## src/rtl/parser_conf_pkg.sv

```systemverilog
// Shared definitions for the staged rule configuration port: field selects,
// commit FSM states and register-address bit positions.
package parser_conf_pkg;

  typedef enum logic [2:0] {
    FIELD_RULE        = 3'd0,
    FIELD_TYPE        = 3'd1,
    FIELD_TYPE_OFFSET = 3'd2,
    FIELD_KEY_OFFSET  = 3'd3,
    FIELD_HEAD_SHIFT  = 3'd4,
    FIELD_META_SHIFT  = 3'd5,
    FIELD_COMMIT      = 3'd6,
    FIELD_STATUS      = 3'd7
  } field_e;

  typedef enum logic [1:0] {
    IDLE  = 2'd0,
    DRAIN = 2'd1,
    COPY  = 2'd2
  } state_e;

  localparam int ADDR_STAGE_LSB  = 12;
  localparam int ADDR_STAGE_W    = 4;
  localparam int ADDR_ACTIVE_BIT = 11;
  localparam int ADDR_FIELD_LSB  = 8;
  localparam int ADDR_FIELD_W    = 3;
  localparam int ADDR_INDEX_LSB  = 0;
  localparam int ADDR_INDEX_W    = 6;
  localparam int DATA_HI_LSB     = 16;
  localparam int KEY_VALID_BIT   = 16;

endpackage

```

## src/rtl/rule_conf_stage_regs.sv

```systemverilog
// One parser stage's shadow and active configuration: write decode into the
// shadow copy, atomic shadow-to-active copy, and the readback mux.
module rule_conf_stage_regs
  import parser_conf_pkg::*;
#(
  parameter int TYPE_NUM          = 4,
  parameter int TYPE_WIDTH        = 16,
  parameter int TYPE_OFFSET_WIDTH = 8,
  parameter int KEY_FIELD_NUM     = 8,
  parameter int KEY_OFFSET_WIDTH  = 6,
  parameter int HEAD_SHIFT_WIDTH  = 6,
  parameter int META_SHIFT_WIDTH  = 6
) (
  input  logic                                               i_clk,
  input  logic                                               i_rst,
  input  logic                                               wr_en,
  input  field_e                                             field,
  input  logic [ADDR_INDEX_W-1:0]                            index,
  input  logic [31:0]                                        wdata,
  input  logic                                               rd_active,
  input  logic                                               copy_en,
  output logic [31:0]                                        rd_data,
  output logic [TYPE_NUM-1:0][TYPE_WIDTH-1:0]                type_data,
  output logic [TYPE_NUM-1:0][TYPE_WIDTH-1:0]                type_mask,
  output logic [TYPE_NUM-1:0][TYPE_OFFSET_WIDTH-1:0]         type_offset,
  output logic [KEY_FIELD_NUM-1:0][KEY_OFFSET_WIDTH:0]       key_offset,
  output logic [HEAD_SHIFT_WIDTH-1:0]                        head_shift,
  output logic [META_SHIFT_WIDTH-1:0]                        meta_shift
);

  logic [TYPE_NUM-1:0][TYPE_WIDTH-1:0]          sh_type_data;
  logic [TYPE_NUM-1:0][TYPE_WIDTH-1:0]          sh_type_mask;
  logic [TYPE_NUM-1:0][TYPE_OFFSET_WIDTH-1:0]   sh_type_offset;
  logic [KEY_FIELD_NUM-1:0][KEY_OFFSET_WIDTH:0] sh_key_offset;
  logic [HEAD_SHIFT_WIDTH-1:0]                  sh_head_shift;
  logic [META_SHIFT_WIDTH-1:0]                  sh_meta_shift;

  // Out-of-range indices match no loop iteration, so they fall through untouched.
  always_ff @(posedge i_clk) begin
    if (i_rst) begin
      sh_type_data   <= '0;
      sh_type_mask   <= '0;
      sh_type_offset <= '0;
      sh_key_offset  <= '0;
      sh_head_shift  <= '0;
      sh_meta_shift  <= '0;
      type_data      <= '0;
      type_mask      <= '0;
      type_offset    <= '0;
      key_offset     <= '0;
      head_shift     <= '0;
      meta_shift     <= '0;
    end else begin
      if (wr_en) begin
        case (field)
          FIELD_TYPE: begin
            for (int i = 0; i < TYPE_NUM; i++) begin
              if (index == ADDR_INDEX_W'(i)) begin
                sh_type_data[i] <= wdata[DATA_HI_LSB +: TYPE_WIDTH];
                sh_type_mask[i] <= wdata[0 +: TYPE_WIDTH];
              end
            end
          end
          FIELD_TYPE_OFFSET: begin
            for (int i = 0; i < TYPE_NUM; i++) begin
              if (index == ADDR_INDEX_W'(i)) sh_type_offset[i] <= wdata[0 +: TYPE_OFFSET_WIDTH];
            end
          end
          FIELD_KEY_OFFSET: begin
            for (int i = 0; i < KEY_FIELD_NUM; i++) begin
              if (index == ADDR_INDEX_W'(i))
                sh_key_offset[i] <= {wdata[KEY_VALID_BIT], wdata[0 +: KEY_OFFSET_WIDTH]};
            end
          end
          FIELD_HEAD_SHIFT: if (index == '0) sh_head_shift <= wdata[0 +: HEAD_SHIFT_WIDTH];
          FIELD_META_SHIFT: if (index == '0) sh_meta_shift <= wdata[0 +: META_SHIFT_WIDTH];
          default: ;
        endcase
      end
      if (copy_en) begin
        type_data   <= sh_type_data;
        type_mask   <= sh_type_mask;
        type_offset <= sh_type_offset;
        key_offset  <= sh_key_offset;
        head_shift  <= sh_head_shift;
        meta_shift  <= sh_meta_shift;
      end
    end
  end

  always_comb begin
    rd_data = '0;
    case (field)
      FIELD_TYPE: begin
        for (int i = 0; i < TYPE_NUM; i++) begin
          if (index == ADDR_INDEX_W'(i)) begin
            rd_data[DATA_HI_LSB +: TYPE_WIDTH] = rd_active ? type_data[i] : sh_type_data[i];
            rd_data[0 +: TYPE_WIDTH]           = rd_active ? type_mask[i] : sh_type_mask[i];
          end
        end
      end
      FIELD_TYPE_OFFSET: begin
        for (int i = 0; i < TYPE_NUM; i++) begin
          if (index == ADDR_INDEX_W'(i))
            rd_data[0 +: TYPE_OFFSET_WIDTH] = rd_active ? type_offset[i] : sh_type_offset[i];
        end
      end
      FIELD_KEY_OFFSET: begin
        for (int i = 0; i < KEY_FIELD_NUM; i++) begin
          if (index == ADDR_INDEX_W'(i)) begin
            rd_data[KEY_VALID_BIT] = rd_active ? key_offset[i][KEY_OFFSET_WIDTH]
                                               : sh_key_offset[i][KEY_OFFSET_WIDTH];
            rd_data[0 +: KEY_OFFSET_WIDTH] = rd_active ? key_offset[i][KEY_OFFSET_WIDTH-1:0]
                                                       : sh_key_offset[i][KEY_OFFSET_WIDTH-1:0];
          end
        end
      end
      FIELD_HEAD_SHIFT:
        if (index == '0) rd_data[0 +: HEAD_SHIFT_WIDTH] = rd_active ? head_shift : sh_head_shift;
      FIELD_META_SHIFT:
        if (index == '0) rd_data[0 +: META_SHIFT_WIDTH] = rd_active ? meta_shift : sh_meta_shift;
      default: ;
    endcase
  end

endmodule

```

## src/rtl/rule_conf_staged.sv

```systemverilog
// Host-facing rule configuration port for STAGE_NUM parser stages: request
// decode, rule-write pulses, readback pipeline and the drain/commit FSM.
module rule_conf_staged
  import parser_conf_pkg::*;
#(
  parameter int STAGE_NUM         = 4,
  parameter int RULE_NUM          = 16,
  parameter int TYPE_NUM          = 4,
  parameter int TYPE_WIDTH        = 16,
  parameter int TYPE_OFFSET_WIDTH = 8,
  parameter int KEY_FIELD_NUM     = 8,
  parameter int KEY_OFFSET_WIDTH  = 6,
  parameter int HEAD_SHIFT_WIDTH  = 6,
  parameter int META_SHIFT_WIDTH  = 6,
  parameter int DRAIN_TIMEOUT     = 255
) (
  input  logic                                                     i_clk,
  input  logic                                                     i_rst,
  input  logic                                                     i_rule_wren,
  input  logic                                                     i_rule_rden,
  input  logic [31:0]                                              i_rule_addr,
  input  logic [31:0]                                              i_rule_wdata,
  output logic                                                     o_rule_ready,
  output logic                                                     o_rule_rvalid,
  output logic [31:0]                                              o_rule_rdata,
  input  logic [STAGE_NUM-1:0]                                     i_stage_idle,
  output logic [STAGE_NUM-1:0][RULE_NUM-1:0]                       o_typeRule_wren,
  output logic                                                     o_typeRule_valid,
  output logic [STAGE_NUM-1:0][TYPE_NUM-1:0][TYPE_WIDTH-1:0]       o_typeRule_typeData,
  output logic [STAGE_NUM-1:0][TYPE_NUM-1:0][TYPE_WIDTH-1:0]       o_typeRule_typeMask,
  output logic [STAGE_NUM-1:0][TYPE_NUM-1:0][TYPE_OFFSET_WIDTH-1:0] o_typeRule_typeOffset,
  output logic [STAGE_NUM-1:0][KEY_FIELD_NUM-1:0][KEY_OFFSET_WIDTH:0] o_typeRule_keyOffset,
  output logic [STAGE_NUM-1:0][HEAD_SHIFT_WIDTH-1:0]               o_typeRule_headShift,
  output logic [STAGE_NUM-1:0][META_SHIFT_WIDTH-1:0]               o_typeRule_metaShift,
  output logic                                                     o_commit_done,
  output logic                                                     o_err_timeout
);

  localparam int CNT_W = (DRAIN_TIMEOUT > 1) ? $clog2(DRAIN_TIMEOUT + 1) : 1;
  localparam logic [CNT_W-1:0] CNT_MAX = CNT_W'(DRAIN_TIMEOUT);

  state_e                       state, state_next;
  logic [CNT_W-1:0]             drain_cnt;
  logic [STAGE_NUM-1:0]         target, commit_mask, copy_en, stage_wr;
  logic [STAGE_NUM-1:0][31:0]   stage_rd;
  logic [31:0]                  rd_mux;
  logic [ADDR_STAGE_W-1:0]      stage_id;
  logic [ADDR_INDEX_W-1:0]      index;
  field_e                       field;
  logic                         rd_active, stage_ok, wr_acc, rd_acc, commit_req, all_idle;
  logic                         unused_addr;

  assign stage_id    = i_rule_addr[ADDR_STAGE_LSB +: ADDR_STAGE_W];
  assign field       = field_e'(i_rule_addr[ADDR_FIELD_LSB +: ADDR_FIELD_W]);
  assign index       = i_rule_addr[ADDR_INDEX_LSB +: ADDR_INDEX_W];
  assign rd_active   = i_rule_addr[ADDR_ACTIVE_BIT];
  assign unused_addr = ^{i_rule_addr[31:16], i_rule_addr[7:6]};

  assign stage_ok     = 32'(stage_id) < STAGE_NUM;
  assign o_rule_ready = (state == IDLE);
  assign wr_acc       = i_rule_wren && o_rule_ready;
  assign rd_acc       = i_rule_rden && o_rule_ready;
  assign commit_req   = wr_acc && (field == FIELD_COMMIT) &&
                        (i_rule_wdata[1] || (i_rule_wdata[0] && stage_ok));
  // Stages outside the commit target never hold up the drain.
  assign all_idle     = &(i_stage_idle | ~target);

  always_comb begin
    commit_mask = '0;
    if (i_rule_wdata[1]) commit_mask = '1;
    else begin
      for (int s = 0; s < STAGE_NUM; s++)
        if (stage_id == ADDR_STAGE_W'(s)) commit_mask[s] = 1'b1;
    end
  end

  always_ff @(posedge i_clk) begin
    if (i_rst) state <= IDLE;
    else       state <= state_next;
  end

  always_comb begin
    state_next = state;
    case (state)
      IDLE:    if (commit_req) state_next = DRAIN;
      DRAIN:   if (all_idle || drain_cnt == CNT_MAX) state_next = COPY;
      COPY:    state_next = IDLE;
      default: state_next = IDLE;
    endcase
  end

  // The timeout flag is raised only when the counter, not stage idleness, ends DRAIN.
  always_ff @(posedge i_clk) begin
    if (i_rst) begin
      target        <= '0;
      drain_cnt     <= '0;
      o_err_timeout <= 1'b0;
      o_commit_done <= 1'b0;
    end else begin
      o_commit_done <= (state == COPY);
      if (commit_req) target <= commit_mask;
      if (state == DRAIN) begin
        if (!all_idle && drain_cnt != CNT_MAX) drain_cnt <= drain_cnt + 1'b1;
        if (!all_idle && drain_cnt == CNT_MAX) o_err_timeout <= 1'b1;
      end else begin
        drain_cnt <= '0;
      end
      if (wr_acc && field == FIELD_STATUS && i_rule_wdata[0]) o_err_timeout <= 1'b0;
    end
  end

  always_ff @(posedge i_clk) begin
    if (i_rst) begin
      o_typeRule_wren  <= '0;
      o_typeRule_valid <= 1'b0;
    end else begin
      for (int s = 0; s < STAGE_NUM; s++)
        for (int r = 0; r < RULE_NUM; r++)
          o_typeRule_wren[s][r] <= wr_acc && (field == FIELD_RULE) &&
                                   (stage_id == ADDR_STAGE_W'(s)) && (index == ADDR_INDEX_W'(r));
      if (wr_acc && field == FIELD_RULE && stage_ok && 32'(index) < RULE_NUM)
        o_typeRule_valid <= i_rule_wdata[0];
    end
  end

  always_comb begin
    for (int s = 0; s < STAGE_NUM; s++) begin
      stage_wr[s] = wr_acc && (stage_id == ADDR_STAGE_W'(s)) &&
                    (field inside {FIELD_TYPE, FIELD_TYPE_OFFSET, FIELD_KEY_OFFSET,
                                   FIELD_HEAD_SHIFT, FIELD_META_SHIFT});
      copy_en[s]  = (state == COPY) && target[s];
    end
  end

  for (genvar s = 0; s < STAGE_NUM; s++) begin : g_stage
    rule_conf_stage_regs #(
      .TYPE_NUM          (TYPE_NUM),
      .TYPE_WIDTH        (TYPE_WIDTH),
      .TYPE_OFFSET_WIDTH (TYPE_OFFSET_WIDTH),
      .KEY_FIELD_NUM     (KEY_FIELD_NUM),
      .KEY_OFFSET_WIDTH  (KEY_OFFSET_WIDTH),
      .HEAD_SHIFT_WIDTH  (HEAD_SHIFT_WIDTH),
      .META_SHIFT_WIDTH  (META_SHIFT_WIDTH)
    ) u_stage_regs (
      .i_clk       (i_clk),
      .i_rst       (i_rst),
      .wr_en       (stage_wr[s]),
      .field       (field),
      .index       (index),
      .wdata       (i_rule_wdata),
      .rd_active   (rd_active),
      .copy_en     (copy_en[s]),
      .rd_data     (stage_rd[s]),
      .type_data   (o_typeRule_typeData[s]),
      .type_mask   (o_typeRule_typeMask[s]),
      .type_offset (o_typeRule_typeOffset[s]),
      .key_offset  (o_typeRule_keyOffset[s]),
      .head_shift  (o_typeRule_headShift[s]),
      .meta_shift  (o_typeRule_metaShift[s])
    );
  end

  always_comb begin
    rd_mux = '0;
    if (field == FIELD_STATUS) rd_mux = {29'b0, state, o_err_timeout};
    else begin
      for (int s = 0; s < STAGE_NUM; s++)
        if (stage_id == ADDR_STAGE_W'(s)) rd_mux = stage_rd[s];
    end
  end

  always_ff @(posedge i_clk) begin
    if (i_rst) begin
      o_rule_rvalid <= 1'b0;
      o_rule_rdata  <= '0;
    end else begin
      o_rule_rvalid <= rd_acc;
      if (rd_acc) o_rule_rdata <= rd_mux;
    end
  end

endmodule

```

## config.mk

```make
export PLATFORM = sky130hd
export DESIGN_NAME = rule_conf_staged
export DESIGN_NICKNAME = d
export VERILOG_FILES = /design/src/rtl/parser_conf_pkg.sv /design/src/rtl/rule_conf_stage_regs.sv /design/src/rtl/rule_conf_staged.sv
export SDC_FILE = /design/constraint.sdc
export NUM_CORES = 2
export LEC_CHECK = 0
export CORE_MARGIN = 2
export CORE_UTILIZATION = 46
export DETAILED_ROUTE_END_ITERATION = 10
export PLACE_DENSITY = 0.75
export SYNTH_ARGS = -nofsm -noshare
export SYNTH_HDL_FRONTEND = slang
export SYNTH_SLANG_ARGS = --single-unit
```

## constraint.sdc

```tcl
create_clock -name i_clk -period 8.3 [get_ports i_clk]
set_input_delay 1.66 -clock i_clk [delete_from_list [all_inputs] [get_ports i_clk]]
set_output_delay 1.66 -clock i_clk [all_outputs]
set_load 0.05 [all_outputs]
```

==> out/qor.csv <==
metric,value,unit
die_x,427,µm
synthesis.area,82300,µm²
hold_buffers,0,
final_max_slew_viol_count,63,
max_cap_viol_count,1,
crit_required,9010,ps
port_buffers,1066,
crit_type,in -> reg,
num_vias,82769,
finalClockSkew,41.6,ps
nNetsFinal,10959,
yosys.area_share.adder,0.0152,%
fin_crit,5850,ps
area_growth,22.4,%
cp-end-kind,register,
grt_overflow,0,
cp_cell_sequence,buf_2 > and2_1 > nand2_4 > nand2_1 > a21oi_1 > a22o_1 > o21ai_0 > a211oi_1,
synth_cell_type_count,79,
ys_seq_area_share,47.2,%
synth_edf_count,0,
clock_latency,890,ps
crit_fanout,31,
worstHoldPathType,reg -> reg,
dieArea,182000,µm²
place_hpwl,256000,µm
postCtsSetupRepairBufs,0,
dpl_cell_area,93900,µm²
finalCritPeriodShare,70.5,%
initial_core_util,46.2,%
gr-usage-all-layers,40.2,%
numCtsBuffers,205,
cp.arrival,6560,ps
grt_pass1_wl,537000,µm
ant_nets,0,
antenna_found_initial,14,
ios,1085,
relSlewSlack,-2.25,%
synth_simple_gate_area_share,18.7,%
cp_top_family,simple AND/OR/NAND/NOR gates,
drc_errors,0,
p_per_area,193,nW/µm²
synth-xor-area-share,0.0639,%
ys_seq_elements,1938,
synth.top_cell.area_share,47.2,%
slowest_delay,1090,ps
synth_compound_area_share,18.4,%
root_buffer,clkbuf_16,
start_kind,primary input,
vdd_ir_drop_max,0.184,mV
clkTransAtPathRegs,60,ps
fillCellCount,15976,
place_congestion,0.993,
die_y,427,µm
syn-instance-count,10372,
synth_fp_nets,10445,
synth_ff_type,dfxtp_1,
drive_gt1_share,6.92,%
multi_input_area,39900,µm²
cts_resized,0,
cts_tree,yes,
drt-total-wl,385000,µm
finalHoldViolations,0,
core,178000,µm²
max_freq,0.171,GHz
rsz0062_at_grt,false,
worstMarginPinSlew,1530,ps
synth_top_family_by_area,simple AND/OR/NAND/NOR gates,
ys_top_cells_by_area,"dfxtp_1, nand2_1, a21oi_1",
synthMuxAreaShare,10.9,%
yosysTopAreaCell,dfxtp_1,
p_leak,32.4,nW
outcome,"complete, but fails checks",
synth_warnings,0,
regArea,38800,µm²
async_reset_ff_share,0,%
grt_max_degree,247,
hold_ws,444,ps
final_area,101000,µm²
first_pass_iters,7,
wl_per_cell,28.7,µm
grt_pass1_vias,74500,
via_per_inst,6.17,
tns,0,ps
crit_slowest_cell,o21ai_0,
std_cell_rows,155,
violations,"capacitance limit, slew limit",
path_buf_inv,1,
drt_iter0_markers,11906,
cts_num_sinks,1938,
ctsHtreeMaxLevel,4,
finalSetupViolCount,0,
synth.avg_cell_area,7.93,µm²
clockBufferDepth,3,
## path summary, 6_finish.rpt
| kind | startpoint | endpoint | slack [ps] | cells after the start |
|---|---|---|---|---|
| worst max-delay path | i_rule_addr[1] | o_rule_rdata[0] | 2450 | 8 |
| worst min-delay path | g_stage[3].u_stage_regs.sh_type_data[37] | g_stage[3].u_stage_regs.type_data[37] | 440 | 2 |
| worst max register to register | state[0] | g_stage[3].u_stage_regs.sh_type_mask[63] | 4100 | 9 |
| worst min register to register | g_stage[3].u_stage_regs.sh_type_data[37] | g_stage[3].u_stage_regs.type_data[37] | 440 | 2 |
## flip-flops by register name, summed over array words and instances, names as in the netlist, 2 cells and up
register / flops
g_stage.u_stage_regs.type_data: 256
g_stage.u_stage_regs.meta_shift: 24
g_stage.u_stage_regs.sh_type_mask: 256
o_typeRule_wren: 64
g_stage.u_stage_regs.sh_key_offset: 224
target: 4
drain_cnt: 8
g_stage.u_stage_regs.sh_type_offset: 128
g_stage.u_stage_regs.head_shift: 24
g_stage.u_stage_regs.sh_meta_shift: 24
o_rule_rdata: 32
state: 2
g_stage.u_stage_regs.type_mask: 256
g_stage.u_stage_regs.key_offset: 224
g_stage.u_stage_regs.sh_head_shift: 24
g_stage.u_stage_regs.sh_type_data: 256
g_stage.u_stage_regs.type_offset: 128
## routing by layer
metal / vias up / global-route usage, % / wire [µm]
li1: 36283 / - / -
met1: 39580 / 51.0 / 142000
met2: 5701 / 56.5 / 157000
met3: 1201 / 12.1 / 48600
met4: 4 / 32.0 / 37600
met5: - / 0 / 29
## worst reg2reg max path, stage by stage, from the launching register on
cell     delay (ps)
dfxtp_1         340
nor2_1          520
nand2_1         230
nor2_1          800
nand2_2         510
buf_4           450
nor2_4          530
buf_4           440
nand2_1         120
a21oi_1         180
## synth_stat cells, drive strengths merged (34+ instances only)
master  instances
a211oi         34
a21oi        1881
a221oi         56
a22oi          39
buf           231
clkbuf        707
dfxtp        1938
mux2           56
mux2i         601
mux4          104
nand2        3439
nand3          94
nor2          247
nor3           82
o21ai         421
o221ai         43
o22ai         184
## area by class of cell
cell class	instances	share of cell area (%)
antenna	6	0.0149
multi-input combinational	7484	39.6
inverter	12	0.0447
timing repair buffer	1245	12.1
tap	2355	2.93
sequential	1938	38.5
clock buffer	296	5.85
clock inverter	72	0.885
## logic make-up (layout without fill, tap and decap cells)
group,count (synthesis),in the layout
AO/OA/AOI/OAI,2779,2779
other,0,6
flip-flops,1938,1938
multiplexers,761,761
XOR/XNOR,6,6
buffers and inverters,950,1625
adder cells (fa/ha/maj),1,1
AND/OR/NAND/NOR,3937,3937
## where the power goes
part / switching [W] / leakage (nW) / total (W) / internal [W]
clock network: 0.00403 / 3.31 / 0.00935 / 0.00531
logic: 0.000653 / 13.5 / 0.000836 / 0.000183
registers: 0.00000328 / 15.6 / 0.00931 / 0.00930
## stage by stage
step / utilization (%) / power (W) / instances / setup slack [ps]
after global placement: 52.7 / 0.0103 / 13033 / 2110
after CTS: 56.6 / 0.0195 / 13401 / 2990
after detailed placement: 52.7 / 0.0103 / 13033 / 2090
final: 56.6 / 0.0195 / 13408 / 2450
after global routing: 56.6 / 0.0199 / 13405 / 2650
after floorplan: - / 0.00999 / 10372 / 4520
## placed cells by master (no fill, tap or decap), types with 10 or more instances in the layout
cell,instances
clkbuf_8,38
a22oi_1,38
nor2_4,16
dfxtp_1,1938
clkdlybuf4s50_1,1052
nor2_2,17
a22o_1,10
clkbuf_16,207
inv_1,10
nor2_1,214
clkinv_2,34
o21ai_0,415
a221oi_1,55
nor3_1,72
nand2_1,3426
a211oi_1,34
buf_12,17
mux2_2,56
o221ai_1,42
buf_4,167
nand3_1,84
o2bb2ai_1,12
mux4_2,104
nor2b_1,11
a31oi_1,10
clkbuf_1,51
bufinv_16,12
o22ai_1,184
a21oi_1,1880
mux2i_1,601
No activity file was read; power rests on OpenSTA's default activity.
